$ cat src/rtl/key_debounce_encoder_if.sv
// Button/key bundle between the raw push buttons and the debounced key event outputs.
// The master drives the raw buttons and the slave (the debouncer) drives the key outputs.
interface key_debounce_encoder_if;
    logic       i_swp0;
    logic       i_swp1;
    logic       i_swp2;
    logic       i_swp3;
    logic       i_swp4;
    logic       i_swp5;
    logic       i_swp6;
    logic       i_swp7;
    logic       i_swp8;
    logic       i_swp9;
    logic       i_lrd;
    logic       o_key_valid;
    logic [3:0] o_key_code;
    logic       o_key_held;
    logic       o_key_err;

    modport master (
        output i_swp0, i_swp1, i_swp2, i_swp3, i_swp4,
        output i_swp5, i_swp6, i_swp7, i_swp8, i_swp9, i_lrd,
        input  o_key_valid, o_key_code, o_key_held, o_key_err
    );

    modport slave (
        input  i_swp0, i_swp1, i_swp2, i_swp3, i_swp4,
        input  i_swp5, i_swp6, i_swp7, i_swp8, i_swp9, i_lrd,
        output o_key_valid, o_key_code, o_key_held, o_key_err
    );
endinterface

$ cat src/rtl/key_debounce_encoder.sv
// Synchronises and debounces swp0..swp9 and lrd, then emits one key_valid strobe per clean press
// (or one key_err strobe when several buttons settle together).
module key_debounce_encoder #(
    parameter int DEBOUNCE_CYCLES = 1000,
    parameter int CNT_W           = 16
) (
    input logic                   clk,
    input logic                   rst,
    key_debounce_encoder_if.slave bus
);

    typedef enum logic [1:0] {
        S_IDLE,
        S_PRESS,
        S_HELD,
        S_RELEASE
    } state_t;

    localparam logic [CNT_W-1:0] LP_MAX = CNT_W'(DEBOUNCE_CYCLES);
    localparam logic [CNT_W-1:0] LP_ONE = CNT_W'(1);

    logic [10:0]      w_raw;
    logic [10:0]      r_meta;
    logic [10:0]      r_sync;
    logic             w_is_none;
    logic             w_is_one;
    logic [3:0]       w_enc;
    logic [CNT_W-1:0] w_cnt_inc;

    state_t           r_state;
    state_t           w_state_nxt;
    logic [10:0]      r_cap;
    logic [10:0]      w_cap_nxt;
    logic [CNT_W-1:0] r_cnt;
    logic [CNT_W-1:0] w_cnt_nxt;
    logic             r_valid;
    logic             w_valid_nxt;
    logic             r_err;
    logic             w_err_nxt;
    logic             r_held;
    logic             w_held_nxt;
    logic [3:0]       r_code;
    logic [3:0]       w_code_nxt;

    assign w_raw = {bus.i_lrd,  bus.i_swp9, bus.i_swp8, bus.i_swp7, bus.i_swp6,
                    bus.i_swp5, bus.i_swp4, bus.i_swp3, bus.i_swp2, bus.i_swp1,
                    bus.i_swp0};

    // Each button gets its own two-flop synchroniser; nothing downstream sees w_raw.
    always_ff @(posedge clk or posedge rst) begin
        if (rst) begin
            r_meta <= 11'd0;
            r_sync <= 11'd0;
        end else begin
            r_meta <= w_raw;
            r_sync <= r_meta;
        end
    end

    assign w_is_none = (r_sync == 11'd0);
    assign w_is_one  = !w_is_none && ((r_sync & (r_sync - 11'd1)) == 11'd0);
    assign w_cnt_inc = (r_cnt >= LP_MAX) ? LP_MAX : r_cnt + LP_ONE;

    always_comb begin
        w_enc = 4'h0;
        for (int i = 0; i < 11; i++) begin
            if (r_sync[i]) w_enc = 4'(i);
        end
    end

    always_ff @(posedge clk or posedge rst) begin
        if (rst) begin
            r_state <= S_IDLE;
            r_cap   <= 11'd0;
            r_cnt   <= '0;
            r_valid <= 1'b0;
            r_err   <= 1'b0;
            r_held  <= 1'b0;
            r_code  <= 4'h0;
        end else begin
            r_state <= w_state_nxt;
            r_cap   <= w_cap_nxt;
            r_cnt   <= w_cnt_nxt;
            r_valid <= w_valid_nxt;
            r_err   <= w_err_nxt;
            r_held  <= w_held_nxt;
            r_code  <= w_code_nxt;
        end
    end

    // A press counts only while the captured vector stays identical; a full
    // count checked on the next stable cycle gives the strobe, which is then
    // registered so the outputs are glitch-free one-cycle pulses.
    always_comb begin
        w_state_nxt = r_state;
        w_cap_nxt   = r_cap;
        w_cnt_nxt   = r_cnt;
        w_valid_nxt = 1'b0;
        w_err_nxt   = 1'b0;
        w_held_nxt  = r_held;
        w_code_nxt  = r_code;
        case (r_state)
            S_IDLE: begin
                if (!w_is_none) begin
                    w_cap_nxt   = r_sync;
                    w_cnt_nxt   = LP_ONE;
                    w_state_nxt = S_PRESS;
                end
            end
            S_PRESS: begin
                if (w_is_none) begin
                    w_cnt_nxt   = '0;
                    w_state_nxt = S_IDLE;
                end else if (r_sync != r_cap) begin
                    w_cap_nxt = r_sync;
                    w_cnt_nxt = LP_ONE;
                end else if (r_cnt == LP_MAX) begin
                    if (w_is_one) begin
                        w_valid_nxt = 1'b1;
                        w_code_nxt  = w_enc;
                        w_held_nxt  = 1'b1;
                    end else begin
                        w_err_nxt = 1'b1;
                    end
                    w_state_nxt = S_HELD;
                end else begin
                    w_cnt_nxt = w_cnt_inc;
                end
            end
            S_HELD: begin
                if (w_is_none) begin
                    w_cnt_nxt   = LP_ONE;
                    w_state_nxt = S_RELEASE;
                end
            end
            S_RELEASE: begin
                if (!w_is_none) begin
                    w_state_nxt = S_HELD;
                end else if (r_cnt == LP_MAX) begin
                    w_held_nxt  = 1'b0;
                    w_cnt_nxt   = '0;
                    w_state_nxt = S_IDLE;
                end else begin
                    w_cnt_nxt = w_cnt_inc;
                end
            end
            default: begin
                w_state_nxt = S_IDLE;
            end
        endcase
    end

    assign bus.o_key_valid = r_valid;
    assign bus.o_key_err   = r_err;
    assign bus.o_key_held  = r_held;
    assign bus.o_key_code  = r_code;

endmodule

$ cat src/flat_wrapper.sv
// flat-port wrapper written by rule: the top's interface ports become plain ports
module key_debounce_encoder_flat 
#(
    parameter int DEBOUNCE_CYCLES = 1000,
    parameter int CNT_W           = 16
)
  (clk, rst, bus_i_swp0, bus_i_swp1, bus_i_swp2, bus_i_swp3, bus_i_swp4, bus_i_swp5, bus_i_swp6, bus_i_swp7, bus_i_swp8, bus_i_swp9, bus_i_lrd, bus_o_key_valid, bus_o_key_code, bus_o_key_held, bus_o_key_err);
  key_debounce_encoder_if bus_i ();
  input logic clk;
  input logic rst;
  input wire logic [$bits(bus_i.i_swp0)-1:0] bus_i_swp0;
  input wire logic [$bits(bus_i.i_swp1)-1:0] bus_i_swp1;
  input wire logic [$bits(bus_i.i_swp2)-1:0] bus_i_swp2;
  input wire logic [$bits(bus_i.i_swp3)-1:0] bus_i_swp3;
  input wire logic [$bits(bus_i.i_swp4)-1:0] bus_i_swp4;
  input wire logic [$bits(bus_i.i_swp5)-1:0] bus_i_swp5;
  input wire logic [$bits(bus_i.i_swp6)-1:0] bus_i_swp6;
  input wire logic [$bits(bus_i.i_swp7)-1:0] bus_i_swp7;
  input wire logic [$bits(bus_i.i_swp8)-1:0] bus_i_swp8;
  input wire logic [$bits(bus_i.i_swp9)-1:0] bus_i_swp9;
  input wire logic [$bits(bus_i.i_lrd)-1:0] bus_i_lrd;
  output wire logic [$bits(bus_i.o_key_valid)-1:0] bus_o_key_valid;
  output wire logic [$bits(bus_i.o_key_code)-1:0] bus_o_key_code;
  output wire logic [$bits(bus_i.o_key_held)-1:0] bus_o_key_held;
  output wire logic [$bits(bus_i.o_key_err)-1:0] bus_o_key_err;
  assign bus_i.i_swp0 = bus_i_swp0;
  assign bus_i.i_swp1 = bus_i_swp1;
  assign bus_i.i_swp2 = bus_i_swp2;
  assign bus_i.i_swp3 = bus_i_swp3;
  assign bus_i.i_swp4 = bus_i_swp4;
  assign bus_i.i_swp5 = bus_i_swp5;
  assign bus_i.i_swp6 = bus_i_swp6;
  assign bus_i.i_swp7 = bus_i_swp7;
  assign bus_i.i_swp8 = bus_i_swp8;
  assign bus_i.i_swp9 = bus_i_swp9;
  assign bus_i.i_lrd = bus_i_lrd;
  assign bus_o_key_valid = bus_i.o_key_valid;
  assign bus_o_key_code = bus_i.o_key_code;
  assign bus_o_key_held = bus_i.o_key_held;
  assign bus_o_key_err = bus_i.o_key_err;
  key_debounce_encoder #(.DEBOUNCE_CYCLES(DEBOUNCE_CYCLES), .CNT_W(CNT_W)) u_core (.clk(clk), .rst(rst), .bus(bus_i));
endmodule
$ cat config.mk
export PLATFORM = sky130hd
export DESIGN_NAME = key_debounce_encoder_flat
export DESIGN_NICKNAME = d
export VERILOG_FILES = /design/src/rtl/key_debounce_encoder_if.sv /design/src/rtl/key_debounce_encoder.sv /design/src/flat_wrapper.sv
export SDC_FILE = /design/constraint.sdc
export NUM_CORES = 1
export LEC_CHECK = 0
export CAP_MARGIN = 20
export CORE_ASPECT_RATIO = 1.2
export CORE_MARGIN = 5
export CORE_UTILIZATION = 25
export CTS_CLUSTER_DIAMETER = 40
export DETAILED_ROUTE_END_ITERATION = 8
export SLEW_MARGIN = 10
export SYNTH_ARGS = -nofsm -noshare
export SYNTH_HDL_FRONTEND = slang
export SYNTH_SLANG_ARGS = --single-unit
$ cat constraint.sdc
create_clock -name clk -period 7.2 [get_ports clk]
set_clock_uncertainty 0.05 [all_clocks]
set_input_delay 1.44 -clock clk [delete_from_list [all_inputs] [get_ports clk]]
set_output_delay 1.44 -clock clk [all_outputs]
set_load 0.03 [all_outputs]
; Word-level counts from Yosys, hierarchy flattened
; Index checks and enable logic that the tools add are counted.
[classes]
n_reduce_logical = 12
n_eq_ne = 18
bitwise_logic = 3
addsub = 2
n_mux = 48
n_lt_le_gt_ge = 1
[ops]
columns = op, count
row1 = two-way mux 16 bit, 8
row2 = case mux 16 bit (4 select lines), 1
row3 = two-way mux 11 bit, 3
row4 = zero test 11 bit, 2
row5 = case mux 11 bit (2 select lines), 1
row6 = two-way mux 2 bit, 9
row7 = two-way mux 1 bit, 17
row8 = "adder 16 x 1 -> 16 bit, second input constant", 1
row9 = "== test 16 x 10 -> 1 bit, second input constant", 1
row10 = "greater-or-equal comparator 16 x 10 -> 1 bit, second input constant", 1
row11 = two-way mux 3 bit, 4
row12 = two-way mux 4 bit, 3
row13 = "inequality test 2 x 1 -> 1 bit, second input constant", 6
row14 = bitwise AND 11 bit, 1
row15 = inequality test 11 bit, 1
row16 = "subtractor 11 x 1 -> 11 bit, second input constant", 1
row17 = AND reduction 5 bit, 2
row18 = case mux 2 bit (4 select lines), 1
row19 = AND reduction 4 bit, 2
row20 = AND reduction 7 bit, 1
row21 = "inequality test 2 bit, second input constant", 3
row22 = "== test 2 bit, second input constant", 2
row23 = "inequality test 4 x 2 -> 1 bit, second input constant", 1
row24 = nonzero test 2 bit, 2
row25 = 9 further kinds, 10
[word_totals]
reg_bits = 58
inputBits = 13
wordCells = 93

; Logic depth before layout (Yosys ltp)
; Gate-level depths: netlist of run 1.
[depth]
word_depth = 10
mapped_depth = 9
ltp_nobuf = 8

; Worst setup path before layout of run 1
; No wires, ideal clock.
[synth_timing]
path_type = register to register
start = reg u_core.r_cnt[10]
end = reg u_core.r_code[0], in the netlist u_core.bus.o_key_code[0]
t_arrival_ns = 2.155
path_buffers = 0
required_time_ns = 7.025
period_less_slack_ns = 2.330
stages_incl_launch_ff = 7
setup_slack_ns = 4.870
cell_sequence = dfrtp_1 > or4_4 > nor3_4 > nand2_2 > nor4b_2 > nor3b_4 > mux2_4
[synth_via]
elab_chain_cells = 2
[synth_rtl]
columns = item, line
row1 = from (decl), key_debounce_encoder.sv:34  ; logic [CNT_W-1:0] r_cnt;
row2 = from (signal assigned), key_debounce_encoder.sv:83  ; r_cnt <= w_cnt_nxt;
row3 = == test 16 x 10 -> 1 bit, key_debounce_encoder.sv:117  ; end else if (r_cnt == LP_MAX) begin
row4 = AND reduction 5 bit (no source line), --
row5 = to (signal assigned), key_debounce_encoder.sv:87  ; r_code <= w_code_nxt;
row6 = to (decl), key_debounce_encoder.sv:42  ; logic [3:0] r_code;
; Every way passes these cells.
; A chain may end at the register's enable or synchronous reset.

; Final worst setup path of run 1
[layout_timing]
start = reg u_core.r_code[3], in the netlist u_core.bus.o_key_code[3]
end = out bus_o_key_code[3]
[layout_lines]
columns = item, line
row1 = to (decl), flat_wrapper.sv:23  ; output wire logic [$bits(bus_i.o_key_code)-1:0] bus_o_key_code;
; No word-level cell between the ends.

==> run metrics, run 1 <==
GRT overflow 0; Setup Total Neg Slack 0 ps; final hold viol count 0; mapped cell area 2730 sq um; Primary FF master, synth dfrtp_1; fin nets 294; clock power share 55.1%; most common cell in the netlist dfrtp_1; met2 Track Usage GR 15.0%; cell count after synthesis 258; sequential share of power 41.2%; Switching Fraction 20.7%; Initial DRT Pass Iterations 4; gr usage total 8.93%; clock tree buffer depth 2; CP top delay family buffers and inverters; #FFs+latches synth 58; WP data arrival 1340 ps; Fmax 353 MHz; layout cells sized above 1 14.4%; Critical R2R Launch u_core.r_cnt[6]; period utilization 39.4%; Clock Latency Late Sink 320 ps; routed vias 2026; area delta synth->final 23.5%; DR WL/cell 13.2 um; Critical Path RT 5710 ps; VDD IR max 0.000164 V; pin count of the biggest net entering global routing 59; final core occ 31.8%; TritonCTS clock tree yes; CTS H-tree lvls 3; CTS hold repair buffers 0; initial antenna violation count 0; # Post-CTS Setup Buffers 0; drt drc 0; post-route setup slack 4370 ps; Iter 0 DRT Violations 107; CTS resizes 0; FF/Latch Area 1450 sq um; Worst slew margin 47.0%; area of the multi-input gates 1180 sq um; post-place setup slack 4410 ps; CP bufs+invs 1; first-pass GRT wire length 9760 um; standard-cell rows 41; GPL Wtd Cong 0.837; EDFF count, synth 0; Hold EP u_core.r_sync[7]; M1 GR Usage 10.9%; max-slew violations 0; Die W 105 um; r2r setup slk 4420 ps; CTS sink count 58; HPWL after detailed placement 3850 um; Syn. warnings 0; Synth cell types 51; Max-cap violations 0; post-layout power 0.837 mW; FF-to-FF path depth 6; NetSw 0.173 mW; RSZ-0062 raised after global routing false; Worst setup EP type output port; Pleak 1.41 nW; Final Critical Period 2830 ps; Critical Path Source u_core.bus.o_key_code[3]; Clock Pin Slew Worst Setup and Hold Paths 50 ps; sequential element share of the synthesized area 53.1%; Worst Setup Start Kind flip-flop; Hold Path Stages 0; top-area cell type share of the netlist area 53.1%; Hold/Removal Path Class reg -> reg; Vias/cell 4.91; port buffer count 19; cts bufs inserted 9; cell taking the most area after synthesis dfrtp_1; Core ar. 10600 sq um; worst setup path category reg -> out; met3 usage 2.80%; CP max stage delay 680 ps; Antenna Cells 0; Ports 20; Routed Antenna Nets 0; Initial Util 25.7%; pwr/cell area 248 nW/um^2; drt total wl 5460 um; Hold Startpoint u_core.r_meta[7]; crit-path cells clkdlybuf4s50_1; ranking of synthesized cells by area dfrtp_1 53%, a21oi_1 4.4%, nor2_1 3.8%; Synth async-reset ratio 100%; Setup Viol. Count Final 0; Comb power frac 3.6%; root buf cell clkbuf_16; WHS 295 ps; critical-path maximum fanout 2; most frequent cells after synthesis 58 x dfrtp_1, 28 x nor2_1, 24 x a21oi_1; CP max-delay cell clkdlybuf4s50_1; Pint 0.664 mW; vias in the first global route 2048; Reg-to-Reg End u_core.r_cnt[13]; status finished, final reports clean; worst slew pin tran 789 ps; GR peak layer met2; full die area 13100 sq um; fill cell count 1058; Synth Net Count 273; Die Ht 125 um; Syn Area/Cell 10.6 sq um
[layer usage]
metal | vias to the layer above | share of wire (%)
li1 | 973 | -
met1 | 997 | 44
met2 | 48 | 51
met3 | 8 | 4.0
met4 | 0 | 1.3
met5 | - | 0
[cells by family after synthesis]
logic type	count (synthesis)	synth area share, %
mux	12	5.31
fa+ha+maj	3	1.28
buf+inv	22	3.48
simple gates	87	18.0
flops	58	53.1
compound gates	65	14.9
xor+xnor	11	3.80
[how the worst max path moves through the flow]
stage	end	slack, ps	cells after the start
6_report	bus_o_key_code[3]	4370	1
5_1_grt	u_core.r_cnt[15]	4110	6
4_1_cts	bus_o_key_code[3]	4350	1
3_5_place_dp	u_core.r_cnt[9]	4410	8
3_3_place_gp	u_core.r_cnt[9]	4410	8
2_1_floorplan	asynchronous set/reset pin	4280	1
[state kept, by name, indices dropped and copies added, names as in the netlist, named ones only]
| name | cells |
|---|---|
| u_core.r_state | 1 |
| u_core.bus.o_key_valid | 1 |
| u_core.r_cnt | 16 |
| u_core.bus.o_key_held | 1 |
| u_core.r_meta | 11 |
| u_core.bus.o_key_code | 4 |
| u_core.r_cap | 11 |
| u_core.r_sync | 11 |
| u_core.bus.o_key_err | 1 |
[power groups by stage]
stage	clock (mW)	sequential [mW]	combinational, mW
2_1_floorplan	0	0.346	0.0227
3_3_place_gp	0	0.350	0.0310
3_5_place_dp	0	0.351	0.0312
4_1_cts	0.471	0.345	0.0314
5_1_grt	0.488	0.347	0.0346
6_report	0.461	0.345	0.0304
[cell usage in the layout (no fill, tap or decap), types with 2 or more instances in the layout]
cell type        instances
nor3_1                   7
nand2_1                 13
nand3_1                  9
inv_1                   10
nor2b_1                  2
a31oi_1                  4
ha_1                     2
clkinv_4                 2
mux2_2                   8
a21o_1                   2
xnor2_1                 10
mux2_4                   3
and3_1                   4
o21ai_1                  2
clkbuf_16                9
dfrtp_1                 58
nor4_1                   2
a41oi_1                  2
a21oi_1                 24
clkdlybuf4s50_1         19
o22a_1                   4
nand4_1                  3
o21ai_0                 13
and4_1                   3
buf_4                    2
nor4_2                   2
nand4b_1                 2
nor2_1                  28
o211ai_1                 3
o21a_1                   3
bufinv_16                2
nand2b_1                 2
[cell type report]
| cell class | instances | area share, % |
|---|---|---|
| sequential | 58 | 43.0 |
| multi-input combinational | 178 | 35.1 |
| clock buffer | 10 | 7.08 |
| timing repair buffer | 21 | 6.08 |
| tap | 129 | 4.78 |
| clock inverter | 6 | 2.67 |
| inverter | 11 | 1.22 |
[stage by stage]
stage               instance area, sq um  cells
floorplan                           2730    258
global placement                    3040    396
detailed placement                  3040    396
CTS                                 3370    412
global route                        3370    413
finish                              3370    413
No activity file was read; power rests on OpenSTA's default activity.
==> run 2: changes to the inputs <==
Clock period 7.2 ns to 2.3 ns, I/O delays scaled along.
==> run 2 against run 1 <==
Net effect: the flow now finishes with violations (setup timing); highest routed layer unchanged; clock-buffer cell count is 1 lower; critical path type is now reg -> reg; utilization up 6.1 points; critical path depth is 5 higher; largest power group unchanged; routed wire length grew 19%.
==> run metrics, run 2 (same netlist as run 1, synthesis figures left out) <==
status complete, but fails checks; failing checks setup timing; Iter 0 DRT Violations 106; Vias/cell 4.80; Initial DRT Pass Iterations 4; full die area 13100 sq um; GR peak layer met2; post-route setup slack -68.5 ps; root buf cell clkbuf_16; FF-to-FF path depth 6; pin count of the biggest net entering global routing 59; Fmax 422 MHz; drt total wl 6480 um; CTS hold repair buffers 0; Hold Startpoint u_core.r_meta[3]; post-place setup slack -126 ps; Routed Antenna Nets 0; max-slew violations 0; clock power share 53.9%; CTS H-tree lvls 3; Clock Latency Late Sink 320 ps; post-layout power 2.67 mW; worst slew pin tran 478 ps; cts bufs inserted 9; Final Cell Area 4030 sq um; Die Ht 125 um; Worst Setup Start Kind flip-flop; Pint 2.09 mW; pwr/cell area 663 nW/um^2; CP max stage delay 450 ps; initial antenna violation count 0; standard-cell rows 41; Final Critical Period 2370 ps; CTS sink count 58; Hold EP u_core.r_sync[3]; Ports 20; most frequent cells in the layout 54 x dfrtp_1, 54 x buf_4, 25 x nor2_1; vias in the first global route 2301; Critical Path RT 2460 ps; CP max-delay cell dfrtp_2; Core ar. 10600 sq um; clock tree buffer depth 2; layout cells sized above 1 36.6%; Pleak 1.76 nW; Max-cap violations 0; period utilization 103%; met2 Track Usage GR 17.7%; area delta synth->final 47.4%; Critical R2R Launch u_core.r_sync[5]; final hold viol count 0; port buffer count 19; Biggest register u_core.r_cnt; Worst setup EP type flip-flop; GPL Wtd Cong 0.874; worst setup path category reg -> reg; sequential share of power 40.3%; VDD IR max 0.000463 V; first-pass GRT wire length 11000 um; HPWL after detailed placement 4640 um; DR WL/cell 13.7 um; TritonCTS clock tree yes; Hold/Removal Path Class reg -> reg; fin nets 354; Hold Path Stages 0; Initial Util 25.7%; Reg-to-Reg End u_core.bus.o_key_code[0]; Antenna Cells 0; GRT overflow 0; Setup Total Neg Slack -279 ps; Switching Fraction 21.5%; M1 GR Usage 11.5%; routed vias 2269; crit-path cells xnor2_2 > nand3_1 > or3_4 > nor4b_4 > nor3b_4 > mux2_4; Clock Pin Slew Worst Setup and Hold Paths 50 ps; final core occ 37.9%; Die W 105 um; Setup Viol. Count Final 7; met3 usage 2.33%; placed cell area 3460 sq um; critical-path maximum fanout 5; r2r setup slk -70 ps; drt drc 0; Largest register FFs 16; NetSw 0.574 mW; gr usage total 10.2%; Comb power frac 5.8%; WP data arrival 2520 ps; Worst slew margin 67.3%; RSZ-0062 raised after global routing true
run 2: routing by layer:
metal / wire length (um) / share of wire, %
met1: 2630 / 41
met2: 3450 / 53
met3: 240 / 3.7
met4: 159 / 2.5
met5: 0 / 0
run 2: how the worst max path moves through the flow:
stage / start / end / slack, ps / cells past startpoint
3_3_place_gp: u_core.r_sync[5] / u_core.bus.o_key_code[0] / -90 / 6
4_1_cts: u_core.r_sync[4] / u_core.bus.o_key_code[0] / -70 / 6
5_1_grt: u_core.r_sync[5] / u_core.bus.o_key_code[2] / -180 / 6
3_5_place_dp: u_core.r_cap[4] / u_core.bus.o_key_code[0] / -130 / 6
2_1_floorplan: u_core.r_cnt[10] / u_core.bus.o_key_code[0] / -30 / 6
6_report: u_core.r_sync[5] / u_core.bus.o_key_code[0] / -70 / 6
run 2: through the flow:
| step | hold WS (ps) | cells |
|---|---|---|
| 6_report | 296 | 473 |
| 2_1_floorplan | 281 | 258 |
| 5_1_grt | 307 | 473 |
| 4_1_cts | 298 | 467 |
| 3_5_place_dp | 285 | 448 |
| 3_3_place_gp | 284 | 448 |
run 2: critical path, delay by kind of cell, from the launching register on:
kind / cells / cell delay [ps]
flip-flops: 1 / 450
AND/OR/NAND/NOR: 4 / 1200
multiplexers: 1 / 330
XOR/XNOR: 1 / 220
run 2: cell type report:
| cell class | instances | area (sq um) |
|---|---|---|
| sequential | 58 | 1460 |
| multi-input combinational | 178 | 1300 |
| clock buffer | 9 | 225 |
| fill | 993 | 6590 |
| tap | 129 | 161 |
| timing repair buffer | 81 | 737 |
| clock inverter | 7 | 101 |
| inverter | 11 | 41.3 |
run 2: power by group through the flow:
stage | Combinational (mW) | Sequential, mW | Clock, mW
3_3_place_gp | 0.141 | 1.09 | 0
2_1_floorplan | 0.0711 | 1.08 | 0
3_5_place_dp | 0.144 | 1.09 | 0
5_1_grt | 0.168 | 1.08 | 1.53
4_1_cts | 0.152 | 1.07 | 1.47
6_report | 0.155 | 1.07 | 1.44
run 2: what timing repair did:
action                                 in CTS  in global routing
cloned                                      1                  0
setup buffers                               2                  6
pin swaps                                   4                 17
gates resized for setup                    15                 21
setup endpoints to repair                  20                 29
endpoints found under the hold margin       0                  0
